### src/rtl/sort_pkg.sv
// Shared constants, field positions and state type for the layer-sort
// request/acknowledge protocol.
package sort_pkg;

  localparam logic [15:0] SYNC_WORD = 16'hBEAF;
  localparam logic [3:0]  HDR_REQ   = 4'hA;
  localparam logic [3:0]  HDR_ACK   = 4'h5;

  // Field LSB positions inside a 32-bit bus word.
  localparam int unsigned HDR_LSB  = 28;
  localparam int unsigned PWR_LSB  = 24;
  localparam int unsigned F1_LSB   = 20;  // request: src_id, ack: asg_id
  localparam int unsigned F0_LSB   = 16;  // request: asg_id, ack: src_id
  localparam int unsigned SYNC_LSB = 0;

  typedef enum logic [1:0] {
    LISTEN = 2'd0,
    WAIT   = 2'd1,
    ACK    = 2'd2,
    DONE   = 2'd3
  } resp_state_e;

  // Ack frame: asg_id goes where the initiator looks for chip_id+1.
  function automatic logic [31:0] build_ack(input logic [3:0] pwr,
                                            input logic [3:0] asg_id,
                                            input logic [3:0] src_id);
    return {HDR_ACK, pwr, asg_id, src_id, SYNC_WORD};
  endfunction

endpackage

### src/rtl/sort_frame_dec.sv
// Combinational decoder for a sort request frame on the inter-layer bus.
module sort_frame_dec
  import sort_pkg::*;
#(
  parameter logic [3:0] MIN_PWR = 4'd1
) (
  input  logic [31:0] data_in,
  output logic [3:0]  pwr,
  output logic [3:0]  src_id,
  output logic [3:0]  asg_id,
  output logic        hdr_ok,
  output logic        pwr_ok,
  output logic        id_ok
);

  logic [3:0] src_inc;

  // Field extraction and validity flags; ID arithmetic wraps mod 16.
  always_comb begin
    pwr     = data_in[PWR_LSB +: 4];
    src_id  = data_in[F1_LSB +: 4];
    asg_id  = data_in[F0_LSB +: 4];
    src_inc = src_id + 4'd1;
    hdr_ok  = (data_in[HDR_LSB +: 4] == HDR_REQ) &&
              (data_in[SYNC_LSB +: 16] == SYNC_WORD);
    pwr_ok  = (pwr >= MIN_PWR);
    id_ok   = (asg_id == src_inc) && (asg_id != 4'd0);
  end

endmodule

### src/rtl/sort_responder.sv
// Layer-sort responder: accepts one sort request from the lower layer,
// returns an ack frame after RESP_LAT cycles for ACK_HOLD cycles, then
// latches the assigned chip ID. Optional listen watchdog enabled by
// defining SORT_RESP_TIMEOUT_EN.
module sort_responder
  import sort_pkg::*;
#(
  parameter int unsigned RESP_LAT    = 2,
  parameter int unsigned ACK_HOLD    = 4,
  parameter logic [3:0]  MIN_PWR     = 4'd1,
  parameter int unsigned TIMEOUT_CYC = 1023
) (
  input  logic        clk,
  input  logic        rst_n,
  input  logic        bottom,
  input  logic [31:0] data_in,
  output logic [31:0] data_out,
  output logic        ack_valid,
  output logic [3:0]  my_id,
  output logic        id_valid,
  output logic [3:0]  pwr_seen,
  output logic        err_id,
  output logic        timeout
);

  resp_state_e state_q, state_d;
  logic [3:0]  cnt_q, cnt_d;
  logic [3:0]  src_q, src_d;
  logic [3:0]  asg_q, asg_d;
  logic [3:0]  pwr_seen_q, pwr_seen_d;
  logic [31:0] data_out_q, data_out_d;
  logic        ack_valid_q, ack_valid_d;
  logic [3:0]  my_id_q, my_id_d;
  logic        id_valid_q, id_valid_d;
  logic        err_id_q, err_id_d;
  logic        timeout_q, timeout_d;

  logic [3:0]  dec_pwr, dec_src, dec_asg;
  logic        hdr_ok, pwr_ok, id_ok;
  logic        expire;

  sort_frame_dec #(
    .MIN_PWR (MIN_PWR)
  ) u_dec (
    .data_in (data_in),
    .pwr     (dec_pwr),
    .src_id  (dec_src),
    .asg_id  (dec_asg),
    .hdr_ok  (hdr_ok),
    .pwr_ok  (pwr_ok),
    .id_ok   (id_ok)
  );

`ifdef SORT_RESP_TIMEOUT_EN
  localparam int unsigned LCW = $clog2(TIMEOUT_CYC + 1);
  logic [LCW-1:0] lcnt_q, lcnt_d;

  // Listen watchdog: counts LISTEN cycles, zero everywhere else.
  always_comb begin
    lcnt_d = '0;
    if (state_q == LISTEN) lcnt_d = lcnt_q + 1'b1;
    expire = (state_q == LISTEN) && (lcnt_q == LCW'(TIMEOUT_CYC - 1));
  end

  // Watchdog counter register.
  always_ff @(posedge clk or negedge rst_n) begin
    if (!rst_n) lcnt_q <= '0;
    else        lcnt_q <= lcnt_d;
  end
`else
  logic unused_timeout_cfg;
  assign unused_timeout_cfg = ^TIMEOUT_CYC;
  assign expire = 1'b0;
`endif

  // Next-state and next-output logic; outputs are computed one edge
  // ahead so every port comes straight from a flop.
  always_comb begin
    state_d     = state_q;
    cnt_d       = cnt_q;
    src_d       = src_q;
    asg_d       = asg_q;
    pwr_seen_d  = pwr_seen_q;
    data_out_d  = data_out_q;
    ack_valid_d = ack_valid_q;
    my_id_d     = my_id_q;
    id_valid_d  = id_valid_q;
    err_id_d    = 1'b0;
    timeout_d   = timeout_q;

    case (state_q)
      LISTEN: begin
        if (bottom) begin
          state_d    = DONE;
          my_id_d    = '0;
          id_valid_d = 1'b1;
        end else if (hdr_ok && pwr_ok && id_ok) begin
          state_d    = WAIT;
          cnt_d      = 4'(RESP_LAT);
          src_d      = dec_src;
          asg_d      = dec_asg;
          pwr_seen_d = dec_pwr;
        end else begin
          if (hdr_ok && !id_ok) err_id_d = 1'b1;
          if (expire) begin
            state_d   = DONE;
            timeout_d = 1'b1;
          end
        end
      end
      WAIT: begin
        if (cnt_q == '0) begin
          state_d     = ACK;
          cnt_d       = 4'(ACK_HOLD - 1);
          data_out_d  = build_ack(pwr_seen_q, asg_q, src_q);
          ack_valid_d = 1'b1;
        end else begin
          cnt_d = cnt_q - 4'd1;
        end
      end
      ACK: begin
        if (cnt_q == '0) begin
          state_d     = DONE;
          data_out_d  = '0;
          ack_valid_d = 1'b0;
          my_id_d     = asg_q;
          id_valid_d  = 1'b1;
        end else begin
          cnt_d = cnt_q - 4'd1;
        end
      end
      DONE: begin
        state_d = DONE;
      end
      default: begin
        state_d = LISTEN;
      end
    endcase
  end

  // State and output registers.
  always_ff @(posedge clk or negedge rst_n) begin
    if (!rst_n) begin
      state_q     <= LISTEN;
      cnt_q       <= '0;
      src_q       <= '0;
      asg_q       <= '0;
      pwr_seen_q  <= '0;
      data_out_q  <= '0;
      ack_valid_q <= 1'b0;
      my_id_q     <= '0;
      id_valid_q  <= 1'b0;
      err_id_q    <= 1'b0;
      timeout_q   <= 1'b0;
    end else begin
      state_q     <= state_d;
      cnt_q       <= cnt_d;
      src_q       <= src_d;
      asg_q       <= asg_d;
      pwr_seen_q  <= pwr_seen_d;
      data_out_q  <= data_out_d;
      ack_valid_q <= ack_valid_d;
      my_id_q     <= my_id_d;
      id_valid_q  <= id_valid_d;
      err_id_q    <= err_id_d;
      timeout_q   <= timeout_d;
    end
  end

  assign data_out  = data_out_q;
  assign ack_valid = ack_valid_q;
  assign my_id     = my_id_q;
  assign id_valid  = id_valid_q;
  assign pwr_seen  = pwr_seen_q;
  assign err_id    = err_id_q;
  assign timeout   = timeout_q;

endmodule

### config.mk
export PLATFORM = sky130hd
export DESIGN_NAME = sort_responder
export DESIGN_NICKNAME = d
export VERILOG_FILES = /design/src/rtl/sort_pkg.sv /design/src/rtl/sort_frame_dec.sv /design/src/rtl/sort_responder.sv
export SDC_FILE = /design/constraint.sdc
export NUM_CORES = 1
export LEC_CHECK = 0
export ABC_AREA = 1
export BUFFER_PORTS_ARGS = -buffer_cell sky130_fd_sc_hd__buf_2
export CAP_MARGIN = 10
export CORE_ASPECT_RATIO = 0.8
export CORE_MARGIN = 5
export CORE_UTILIZATION = 35
export CTS_CLUSTER_SIZE = 25
export DETAILED_ROUTE_END_ITERATION = 10
export HOLD_SLACK_MARGIN = 0.02
export MAX_ROUTING_LAYER = met4
export PLACE_DENSITY_LB_ADDON = 0.2
export SYNTH_ARGS = -nofsm -noshare
export SYNTH_HDL_FRONTEND = slang
export SYNTH_SLANG_ARGS = --single-unit
### constraint.sdc
create_clock -name clk -period 2.07 [get_ports clk]
set_clock_uncertainty 0.15 [all_clocks]
set_input_delay 0.207 -clock clk [delete_from_list [all_inputs] [get_ports clk]]
set_output_delay 0.207 -clock clk [all_outputs]
set_load 0.02 [all_outputs]
==> implementation parameters, run 1 <==
Parameter                              Value

Run status
  Status    finished, final reports clean

Layout
  Synthesis-to-finish area growth    22.8%
  Final cell area excluding filler cells    2690 sq um
  Final net count    389
  Antenna Cells    0
  Filler Cell Count    625
  Layout cells sized above 1    30.6%
  Final Non-Filler Cells    427

Timing
  Final clock period utilization by the worst path    89.4%
  Upper clock frequency limit    0.540 GHz
  # setup viols final    0
  Time the final worst path needs with I/O delays and setup    1.85 ns
  RSZ-0062 raised after global routing    no
  Setup tns final    0 ns
  Number of hold-slack violations in the final timing report    0
  Final-report max-slew violation count    0

Worst setup path
  Critical path class    input pin to flop
  Logic depth of the worst path, buffers included    8
  Crit start category    input pin
  Kind of end point of the critical path    flop
  Longest individual stage delay on the worst path    0.53 ns
  Reg-to-reg endpoint    asg_q[3]
  Family with the most delay on the worst path    buffers and inverters
  Sequence of cells on the critical path    dlygate4sd3_1, buf_2, nor4_1, nor3_1, nand3_2, buf_4, nand2_1, o21ai_2
  Worst path buffer plus inverter count    3
  Reg-to-reg startpoint    state_q[1]
  Cell with the largest stage delay on the worst path    sky130_fd_sc_hd__dlygate4sd3_1
  Worst reg-to-reg path cell count    8
  Data arrival time of the critical path    1.92 ns
  CP required    2.14 ns
  Max FO, Critical Path    24
  Flop-to-flop setup slack    0.27 ns

Route
  Wire length per cell    11.3 um
  DRC violations left    0
  Routed via count divided by cell count    4.32
  Number of vias in the routed layout    1846
  First-pass DRT Iterations    4
  Total Routed Length    4850 um
  Post-detailed-route count of antenna-violating nets    0
  Number of DRC markers in iteration 0    73

Power and ir drop
  Power per cell area    965 nW/um^2
  Largest vdd supply drop    0.000276 V
  Standby leakage power    1.58 nW

Synth
  Cell type contributing the most total cell area after synthesis    sky130_fd_sc_hd__dfrtp_1
  Number of synthesized register bits    37
  Share of synthesized area spent on multiplexers    0%
  Syn avg cell area    7.91 sq um
  Warning count from the yosys run    0
  Sequential element share of the synthesized area    42.2%
  Most frequently used flop master after synthesis    sky130_fd_sc_hd__dfrtp_1
  Adder-cell share of the synthesized area    5.14%
  Xor-xnor portion of the synthesized cell area    1.20%
  Post-Syn Instances    277
  Synth top area share    42.2%
  Mapped Area    2190 sq um
  Largest family of logic cells by synthesized area    simple AND/OR/NAND/NOR gates
  Async set or reset register ratio after synthesis    100%
  Post-synth top cells    sky130_fd_sc_hd__nand2_1 (70), sky130_fd_sc_hd__dfrtp_1 (37), sky130_fd_sc_hd__inv_1 (37), sky130_fd_sc_hd__nand3_1 (33), sky130_fd_sc_hd__buf_4 (21)
  Fraction of the mapped netlist area in simple logic gates    27.6%
  Post-synthesis compound-gate area fraction    7.65%
  Top area cells in the synthesized netlist    sky130_fd_sc_hd__dfrtp_1 (42%), sky130_fd_sc_hd__nand2_1 (12%), sky130_fd_sc_hd__nand3_1 (7.5%)
  Post-synth EDFFs    0
  Leading cell type by number of instances after synthesis    sky130_fd_sc_hd__nand2_1
  Distinct cell type count of the synthesized netlist    29

Clock network
  Clock tree from TritonCTS    built
  Reg clk slew, reported paths    0.07 ns
  Post CTS Setup Buffer Count    0
  CTS Root Buffer Type    sky130_fd_sc_hd__clkbuf_8
  Longest Clk Path Bufs    2
  Count of H-tree levels built during CTS    2
  Skew-Pair Late Insertion Delay    0.28 ns
  Sinks on Clock Net    37
  CTS buffer count    5

Floorplan
  Number of top-level pins    79
  Site row count    25
  Die ar.    7960 sq um
  Initial standard-cell utilization of the core    36.5%
  Core Region    6010 sq um
  Vert. Die Dim    80.8 um
  Floorplan die width    98.5 um

GRT
  Via count of the first global-routing pass    1758
  Antenna violations before repair    0
  Overflow left after global routing    0
  Global-route wire length before repair    8290 um
  Largest net degree at the start of global routing    25
  All-Layer GR Usage    13.5%

Run
  Number of max-capacitance violations reported    0

Place
  Final GP Congestion    0.819
  Post-detail-place hpwl    3860 um
  Post-detailed-placement cell area    2520 sq um
  Instance count after placement with tap cells included    414
  Port Buffer Count    71

Hold path
  Hold-critical path depth    3
  Min-Delay Endpoint    asg_q[3]
  Path type of the worst min-delay path    input pin to flop
  Worst hold path startpoint    data_in[19]
cells in the final DEF (no fill, tap or decap), drive strengths merged:
cell / count
nand3: 34
bufinv: 1
nor3: 3
clkbuf: 7
dlygate4sd3: 5
buf: 78
nand3b: 1
dfrtp: 37
nor2: 18
ha: 9
a21oi: 1
nor3b: 1
nand4: 6
o211ai: 1
nor4: 1
o21bai: 2
xnor2: 3
inv: 40
nand2b: 1
nand2: 71
conb: 7
o21ai: 19
worst reg2reg max path: cells and delay by family, from the launching register on:
| kind | cells | cell delay [ns] |
|---|---|---|
| compound gates | 1 | 0.05 |
| fa+ha+maj | 1 | 0.27 |
| simple gates | 3 | 0.35 |
| flops | 1 | 0.42 |
| buf+inv | 3 | 0.44 |
report_power, final:
group | switching, mW | internal [mW] | leakage (nW)
Sequential | 0.0850 | 0.784 | 0.500
Clock | 0.250 | 0.393 | 0.0585
Combinational | 0.709 | 0.377 | 1.02
Total | 1.04 | 1.55 | 1.58
registers in the layout, summed over array words and instances (netlist names):
| signal | cells |
|---|---|
| src_q | 4 |
| state_q | 2 |
| id_valid | 1 |
| asg_q | 4 |
| cnt_q | 4 |
| err_id | 1 |
| my_id | 4 |
| pwr_seen | 4 |
| data_out | 13 |
layout make-up:
| type | count | area, sq um | area share, % |
|---|---|---|---|
| Clock inverter | 1 | 30.0 | 1.12 |
| Timing Repair Buffer | 83 | 458 | 17.0 |
| Multi-Input combinational cell | 178 | 941 | 34.9 |
| Inverter | 40 | 150 | 5.58 |
| Clock buffer | 7 | 86.3 | 3.21 |
| Sequential cell | 37 | 926 | 34.4 |
| Tap cell | 81 | 101 | 3.76 |
worst max-delay path by stage:
stage                           to  slack, ns   startpoint
after detailed placement  cnt_q[3]       0.23  data_in[20]
after floorplan           my_id[0]       0.46   state_q[0]
final                     asg_q[3]       0.22  data_in[27]
after global routing      my_id[3]       0.05   state_q[0]
after CTS                 src_q[2]       0.21  data_in[27]
after global placement    my_id[2]       0.24   state_q[0]
routing by layer:
layer	global-route usage (%)	vias to the layer above	share of wire, %	wire length, um
li1	-	979	-	-
met5	-	-	0	0
met2	18.8	60	42	2040
met1	18.3	803	49	2360
met4	5.73	0	1.7	83
met3	4.12	4	7.4	358
cells by family after synthesis:
kind of cell	after synthesis
adder cells (fa/ha/maj)	9
XOR/XNOR	3
AND/OR/NAND/NOR	136
flip-flops	37
buffers and inverters	68
other	1
AO/OA/AOI/OAI	23
per-stage QoR:
stage	power, mW	utilization [%]	hold slack, ns	setup WS [ns]
2_1_floorplan	1.80	-	-0.239	0.463
3_3_place_gp	1.96	42.0	0.0565	0.239
3_5_place_dp	1.96	42.0	0.0462	0.228
4_1_cts	2.62	44.8	0.0262	0.209
5_1_grt	2.81	44.8	0.0297	0.0461
6_report	2.60	44.8	0.0391	0.219
what timing repair did:
item	in CTS	in global routing
gates resized for setup	0	1
hold buffers	5	0
setup endpoints to repair	0	2
hold endpoints to repair	23	0
Note: power is estimated with default switching activity, not from simulation.
==> run 2: changes to the inputs <==
--- a/config.mk
+++ b/config.mk
@@ -13,9 +13,12 @@
 export CORE_UTILIZATION = 35
 export CTS_CLUSTER_SIZE = 25
 export DETAILED_ROUTE_END_ITERATION = 10
+export GPL_TIMING_DRIVEN = 0
 export HOLD_SLACK_MARGIN = 0.02
 export MAX_ROUTING_LAYER = met4
 export PLACE_DENSITY_LB_ADDON = 0.2
+export SLEW_MARGIN = 30
 export SYNTH_ARGS = -nofsm -noshare
 export SYNTH_HDL_FRONTEND = slang
+export SYNTH_HIERARCHICAL = 1
 export SYNTH_SLANG_ARGS = --single-unit
==> implementation parameters, run 2 <==
Parameter                              Value

Run status
  Status    finished, final reports clean

Synth
  Post-synth EDFFs    0
  Mapped Area    2200 sq um
  Xor-xnor portion of the synthesized cell area    1.19%
  Fraction of the mapped netlist area in simple logic gates    27.0%
  Warning count from the yosys run    6
  Share of synthesized area spent on multiplexers    0%
  Most frequently used flop master after synthesis    sky130_fd_sc_hd__dfrtp_1
  Post-synth top cells    sky130_fd_sc_hd__nand2_1 (101), sky130_fd_sc_hd__dfrtp_1 (37), sky130_fd_sc_hd__buf_4 (35), sky130_fd_sc_hd__inv_1 (22), sky130_fd_sc_hd__nand3_1 (12)
  Distinct cell type count of the synthesized netlist    31
  Adder-cell share of the synthesized area    4.54%
  Number of synthesized register bits    37
  Synth top area share    42.0%
  Top area cells in the synthesized netlist    sky130_fd_sc_hd__dfrtp_1 (42%), sky130_fd_sc_hd__nand2_1 (17%), sky130_fd_sc_hd__buf_4 (12%)
  Syn avg cell area    7.93 sq um
  Async set or reset register ratio after synthesis    100%
  Cell type contributing the most total cell area after synthesis    sky130_fd_sc_hd__dfrtp_1
  Post-Syn Instances    278
  Leading cell type by number of instances after synthesis    sky130_fd_sc_hd__nand2_1
  Sequential element share of the synthesized area    42.0%
  Largest family of logic cells by synthesized area    simple AND/OR/NAND/NOR gates
  Post-synthesis compound-gate area fraction    7.09%

Timing
  Pin slew with the least headroom to its limit    0.818 ns
  Final-report max-slew violation count    0
  Upper clock frequency limit    0.567 GHz
  Time the final worst path needs with I/O delays and setup    1.76 ns
  Number of hold-slack violations in the final timing report    0
  RSZ-0062 raised after global routing    no
  Relative slew slack    45.5%
  # setup viols final    0
  Worst Hold Margin    0.0639 ns
  Final clock period utilization by the worst path    85.2%
  Worst Slack Setup Final    0.305 ns

GRT
  Via count of the first global-routing pass    1669
  Global-route wire length before repair    7980 um
  Overflow left after global routing    0
  All-Layer GR Usage    12.9%
  Antenna violations before repair    0
  Largest net degree at the start of global routing    38

Clock network
  Post CTS Setup Buffer Count    0
  Clock tree from TritonCTS    built
  Skew-Pair Late Insertion Delay    0.29 ns
  Count of H-tree levels built during CTS    2
  Reg clk slew, reported paths    0.07 ns
  CTS Root Buffer Type    sky130_fd_sc_hd__clkbuf_8
  Post-CTS sizing    0
  CTS buffer count    5
  Sinks on Clock Net    37
  Longest Clk Path Bufs    2

Layout
  Final cell area excluding filler cells    2810 sq um
  Synthesis-to-finish area growth    27.4%
  Layout cells sized above 1    36.5%
  Fin util    46.8%
  Commonest non-fill, non-tap cell in the layout    sky130_fd_sc_hd__nand2_1
  Flip-flop count of the largest register, all copies and words added    13
  Highest-count cells in the layout ignoring fill and taps    sky130_fd_sc_hd__nand2_1 (101), sky130_fd_sc_hd__buf_2 (72), sky130_fd_sc_hd__dfrtp_1 (37)
  Multi-input gate area    905 sq um
  Filler Cell Count    628
  Final net count    406
  Antenna Cells    0
  Sequential cell area    926 sq um

Power and ir drop
  Clock share of power    21.8%
  Final total power    2.90 mW
  Switching share of total power    40.6%
  Standby leakage power    1.69 nW
  Switching power    1.18 mW
  Int Pwr    1.72 mW
  Combinational power share    46.0%
  Largest vdd supply drop    0.000260 V
  Power per cell area    1030 nW/um^2
  Sequential share of power    32.2%

Hold path
  Path type of the worst min-delay path    input pin to flop

Route
  Number of DRC markers in iteration 0    92
  Number of vias in the routed layout    1868
  First-pass DRT Iterations    4
  Total Routed Length    4770 um
  Routed via count divided by cell count    4.20
  Wire length per cell    10.7 um
  Post-detailed-route count of antenna-violating nets    0
  DRC violations left    0

Worst setup path
  CP required    2.11 ns
  Kind of end point of the critical path    flop
  Critical path class    input pin to flop
  Sequence of cells on the critical path    buf_2, ha_1, xnor2_1, nand3_1, nor2_2, nand3_2, nand2_1, nand2_1, nor2_2, nand2_1, nand2_1, inv_1
  Max FO, Critical Path    6
  Crit start category    input pin
  Cell with the largest stage delay on the worst path    sky130_fd_sc_hd__ha_1
  Cell repeated most along the worst path    sky130_fd_sc_hd__nand2_1
  Data arrival time of the critical path    1.80 ns
  Longest individual stage delay on the worst path    0.31 ns

Floorplan
  Site row count    25
  Die ar.    8000 sq um
  Floorplan die width    98.7 um
  Vert. Die Dim    81.0 um
  Number of top-level pins    79
  Initial standard-cell utilization of the core    36.7%
  Core Region    6010 sq um

Run
  Number of max-capacitance violations reported    0

Place
  Port Buffer Count    71
  Worst-case setup slack after placement    -0.0227 ns
  Final GP Congestion    0.782
  Post-detail-place hpwl    3850 um
  Post-detailed-placement cell area    2680 sq um
## run 2: cell types whose count changed in the layout (fill, tap and decap cells not counted), sizes merged, moves of 5 or more
cell,previous run,this run
nand2,71,103
buf,78,109
nand3,34,13
inv,40,25
nand4,6,1
## run 2: cell type report
class,instances,area share (%)
clock buffer,5,2.45
timing repair buffer,72,13.0
buffer,39,10.6
tap,81,3.61
multi-input combinational,182,32.2
sequential,37,33.0
inverter,26,3.47
clock inverter,3,1.65
## run 2: timing repair
item	4_1_cts	5_1_grt
endpoints found under the setup margin	0	0
hold buffers	1	0
endpoints found under the hold margin	37	0
## run 2: worst max-delay path: cells and delay by family
| family | cells | cell delay (ns) |
|---|---|---|
| AND/OR/NAND/NOR | 8 | 0.97 |
| adder cells (fa/ha/maj) | 1 | 0.31 |
| XOR/XNOR | 1 | 0.16 |
| buffers and inverters | 2 | 0.16 |
## run 2: through the flow
step           setup TNS (ns)  std cells
2_1_floorplan               0        284
3_3_place_gp         -0.00202        436
3_5_place_dp          -0.0227        436
4_1_cts                     0        445
5_1_grt                     0        445
6_report                    0        445
## run 2: power by group through the flow
| stage | Sequential, mW | Combinational (mW) | Clock (mW) |
|---|---|---|---|
| after detailed placement | 0.947 | 1.34 | 0 |
| after global routing | 0.948 | 1.48 | 0.690 |
| after CTS | 0.933 | 1.35 | 0.655 |
| after global placement | 0.943 | 1.33 | 0 |
| final | 0.932 | 1.33 | 0.633 |
| after floorplan | 0.985 | 0.949 | 0 |
## run 2: kinds of logic after synthesis
| group | after synthesis |
|---|---|
| DFF | 37 |
| and+or+nand+nor | 137 |
| AOI/OAI and AO/OA | 27 |
| adders and majority gates | 8 |
| buffers and inverters | 65 |
| other | 1 |
| xor gates and xnor gates | 3 |
## run 2: worst paths after layout
kind	end	depth (start not counted)	slack, ns	from
hold reg to reg	data_out[22]	2	0.31	asg_q[2]
min in group asynchronous	data_out[24]	2	0.39	rst_n
max in group asynchronous	data_out[28]	2	0.86	rst_n
setup reg to reg	asg_q[2]	7	0.34	state_q[1]
setup / recovery	cnt_q[3]	12	0.31	data_in[20]
hold / removal	pwr_seen[2]	4	0.06	data_in[26]
## run 2: routing by layer
| layer | track usage (%) | share of wire (%) | vias up |
|---|---|---|---|
| li1 | - | - | 994 |
| met1 | 18.1 | 51 | 799 |
| met2 | 17.6 | 39 | 68 |
| met3 | 3.86 | 7.9 | 7 |
| met4 | 4.50 | 1.4 | 0 |
| met5 | - | 0 | - |
==> run 3: changes to the inputs <==
--- a/config.mk
+++ b/config.mk
@@ -6,13 +6,13 @@
 export NUM_CORES = 1
 export LEC_CHECK = 0
 export ABC_AREA = 1
-export BUFFER_PORTS_ARGS = -buffer_cell sky130_fd_sc_hd__buf_2
 export CAP_MARGIN = 10
 export CORE_ASPECT_RATIO = 0.8
 export CORE_MARGIN = 5
 export CORE_UTILIZATION = 35
 export CTS_CLUSTER_SIZE = 25
 export DETAILED_ROUTE_END_ITERATION = 10
+export DONT_BUFFER_PORTS = 1
 export GPL_TIMING_DRIVEN = 0
 export HOLD_SLACK_MARGIN = 0.02
 export MAX_ROUTING_LAYER = met4
==> implementation parameters, run 3 (same netlist as run 2, synthesis figures left out) <==
Parameter                              Value

Floorplan
  Number of top-level pins    79
  Die ar.    8000 sq um
  Core Region    6010 sq um
  Initial standard-cell utilization of the core    36.7%
  Vert. Die Dim    81.0 um
  Floorplan die width    98.7 um
  Site row count    25

GRT
  Met2 track utilization from global routing    18.7%
  Overflow left after global routing    0
  Via count of the first global-routing pass    1698
  Most Crowded Layer GR    met2
  Fraction of met1 tracks used by global routing    17.7%
  All-Layer GR Usage    13.5%
  Global-route wire length before repair    8230 um
  Antenna violations before repair    0
  Grt met3 use    5.15%
  Largest net degree at the start of global routing    38

Power and ir drop
  Power per cell area    1060 nW/um^2
  Standby leakage power    1.44 nW
  Largest vdd supply drop    0.000340 V
  Final total power    2.77 mW

Timing
  Time the final worst path needs with I/O delays and setup    1.75 ns
  # setup viols final    0
  Upper clock frequency limit    0.571 GHz
  Relative slew slack    61.6%
  Final-report max-slew violation count    0
  Pin slew with the least headroom to its limit    0.576 ns
  RSZ-0062 raised after global routing    no
  Final clock period utilization by the worst path    84.6%
  Number of hold-slack violations in the final timing report    0
  Setup tns final    0 ns
  Worst Slack Setup Final    0.319 ns

Route
  Wire length per cell    12.6 um
  First-pass DRT Iterations    4
  DRC violations left    0
  Routed via count divided by cell count    4.37
  Total Routed Length    4880 um
  Number of DRC markers in iteration 0    48
  Post-detailed-route count of antenna-violating nets    0
  Number of vias in the routed layout    1698

Worst setup path
  Critical path class    flop to flop
  Data arrival time of the critical path    1.77 ns
  Reg-to-reg endpoint    asg_q[2]
  CP required    2.08 ns
  Flop-to-flop setup slack    0.32 ns
  Kind of end point of the critical path    flop
  Reg-to-reg startpoint    state_q[0]
  Crit start category    flop
  Max FO, Critical Path    10
  Worst reg-to-reg path cell count    7

Hold path
  Worst hold path startpoint    bottom
  Min-Delay Endpoint    cnt_q[3]
  Hold-critical path depth    5
  Path type of the worst min-delay path    input pin to flop

Layout
  Filler Cell Count    631
  Synthesis-to-finish area growth    18.6%
  Highest-count cells in the layout ignoring fill and taps    sky130_fd_sc_hd__nand2_1 (101), sky130_fd_sc_hd__dfrtp_1 (37), sky130_fd_sc_hd__buf_4 (35)
  Layout cells sized above 1    20.5%
  Final net count    350
  Flip-flop count of the largest register, all copies and words added    13
  Fin util    43.5%
  Antenna Cells    0
  Commonest non-fill, non-tap cell in the layout    sky130_fd_sc_hd__nand2_1

Clock network
  Post CTS Setup Buffer Count    0
  CTS buffer count    5
  Reg clk slew, reported paths    0.08 ns
  Sinks on Clock Net    37
  CTS Root Buffer Type    sky130_fd_sc_hd__clkbuf_8
  Count of H-tree levels built during CTS    2
  Longest Clk Path Bufs    2
  Clock tree from TritonCTS    built
  Skew-Pair Late Insertion Delay    0.29 ns

Place
  Worst-case setup slack after placement    0.141 ns
  Port Buffer Count    0
  Final GP Congestion    0.770
  Post-detail-place hpwl    3700 um

Run status
  Status    finished, final reports clean

Run
  Number of max-capacitance violations reported    0
## run 3: cell types whose count changed in the layout (fill, tap and decap cells not counted), sizes merged
cell         previous run  this run
buf                   109        39
dlygate4sd3             1        15
## run 3: where the power goes
part	leakage [nW]	internal, mW	switching [mW]
registers	0.478	0.824	0.180
clock network	0.0543	0.361	0.273
logic	0.903	0.442	0.691
total	1.44	1.63	1.14
## run 3: repair_timing
action                                  in CTS  in global routing
endpoints found under the hold margin       50                  0
hold buffers                                16                  0
gates resized for setup                      0                  0
endpoints found under the setup margin       0                  0
## run 3: through the flow
stage / hold slack (ns) / cell area, sq um / instances
final: 0.0480 / 2610 / 389
after global routing: 0.0713 / 2610 / 389
after CTS: 0.0428 / 2610 / 389
after detailed placement: -0.237 / 2330 / 365
after global placement: -0.237 / 2330 / 365
after floorplan: -0.239 / 2230 / 284
## run 3: area by class of cell
type	instances	area, sq um	area share [%]
clock inverters	3	46.3	1.77
inverters	26	97.6	3.73
well taps	81	101	3.88
plain buffers	39	299	11.4
multi-input cells	182	905	34.6
clock buffers	5	68.8	2.63
repair buffers	16	170	6.51
flip-flops and latches	37	926	35.4
## run 3: critical path, cell delays in order (launching register included)
cell and delay, ns:
sky130_fd_sc_hd__dfrtp_1 0.44, sky130_fd_sc_hd__inv_1 0.11, sky130_fd_sc_hd__ha_1 0.27, sky130_fd_sc_hd__inv_2 0.04, sky130_fd_sc_hd__or2_4 0.27, sky130_fd_sc_hd__nor2_8 0.13, sky130_fd_sc_hd__buf_8 0.14, sky130_fd_sc_hd__o21ai_0 0.09
## run 3: metal layers
metal	wire length [um]	vias to the layer above
met1	2340	726
li1	-	895
met3	477	7
met2	1960	70
met4	104	0
met5	0	-
## run 3: worst max-delay path by stage
stage,startpoint,to,depth (start not counted)
3_3_place_gp,data_in[20],cnt_q[3],11
3_5_place_dp,data_in[20],cnt_q[3],11
5_1_grt,data_in[0],cnt_q[0],9
4_1_cts,state_q[0],asg_q[2],7
6_report,state_q[0],asg_q[2],7
2_1_floorplan,data_in[20],cnt_q[3],11
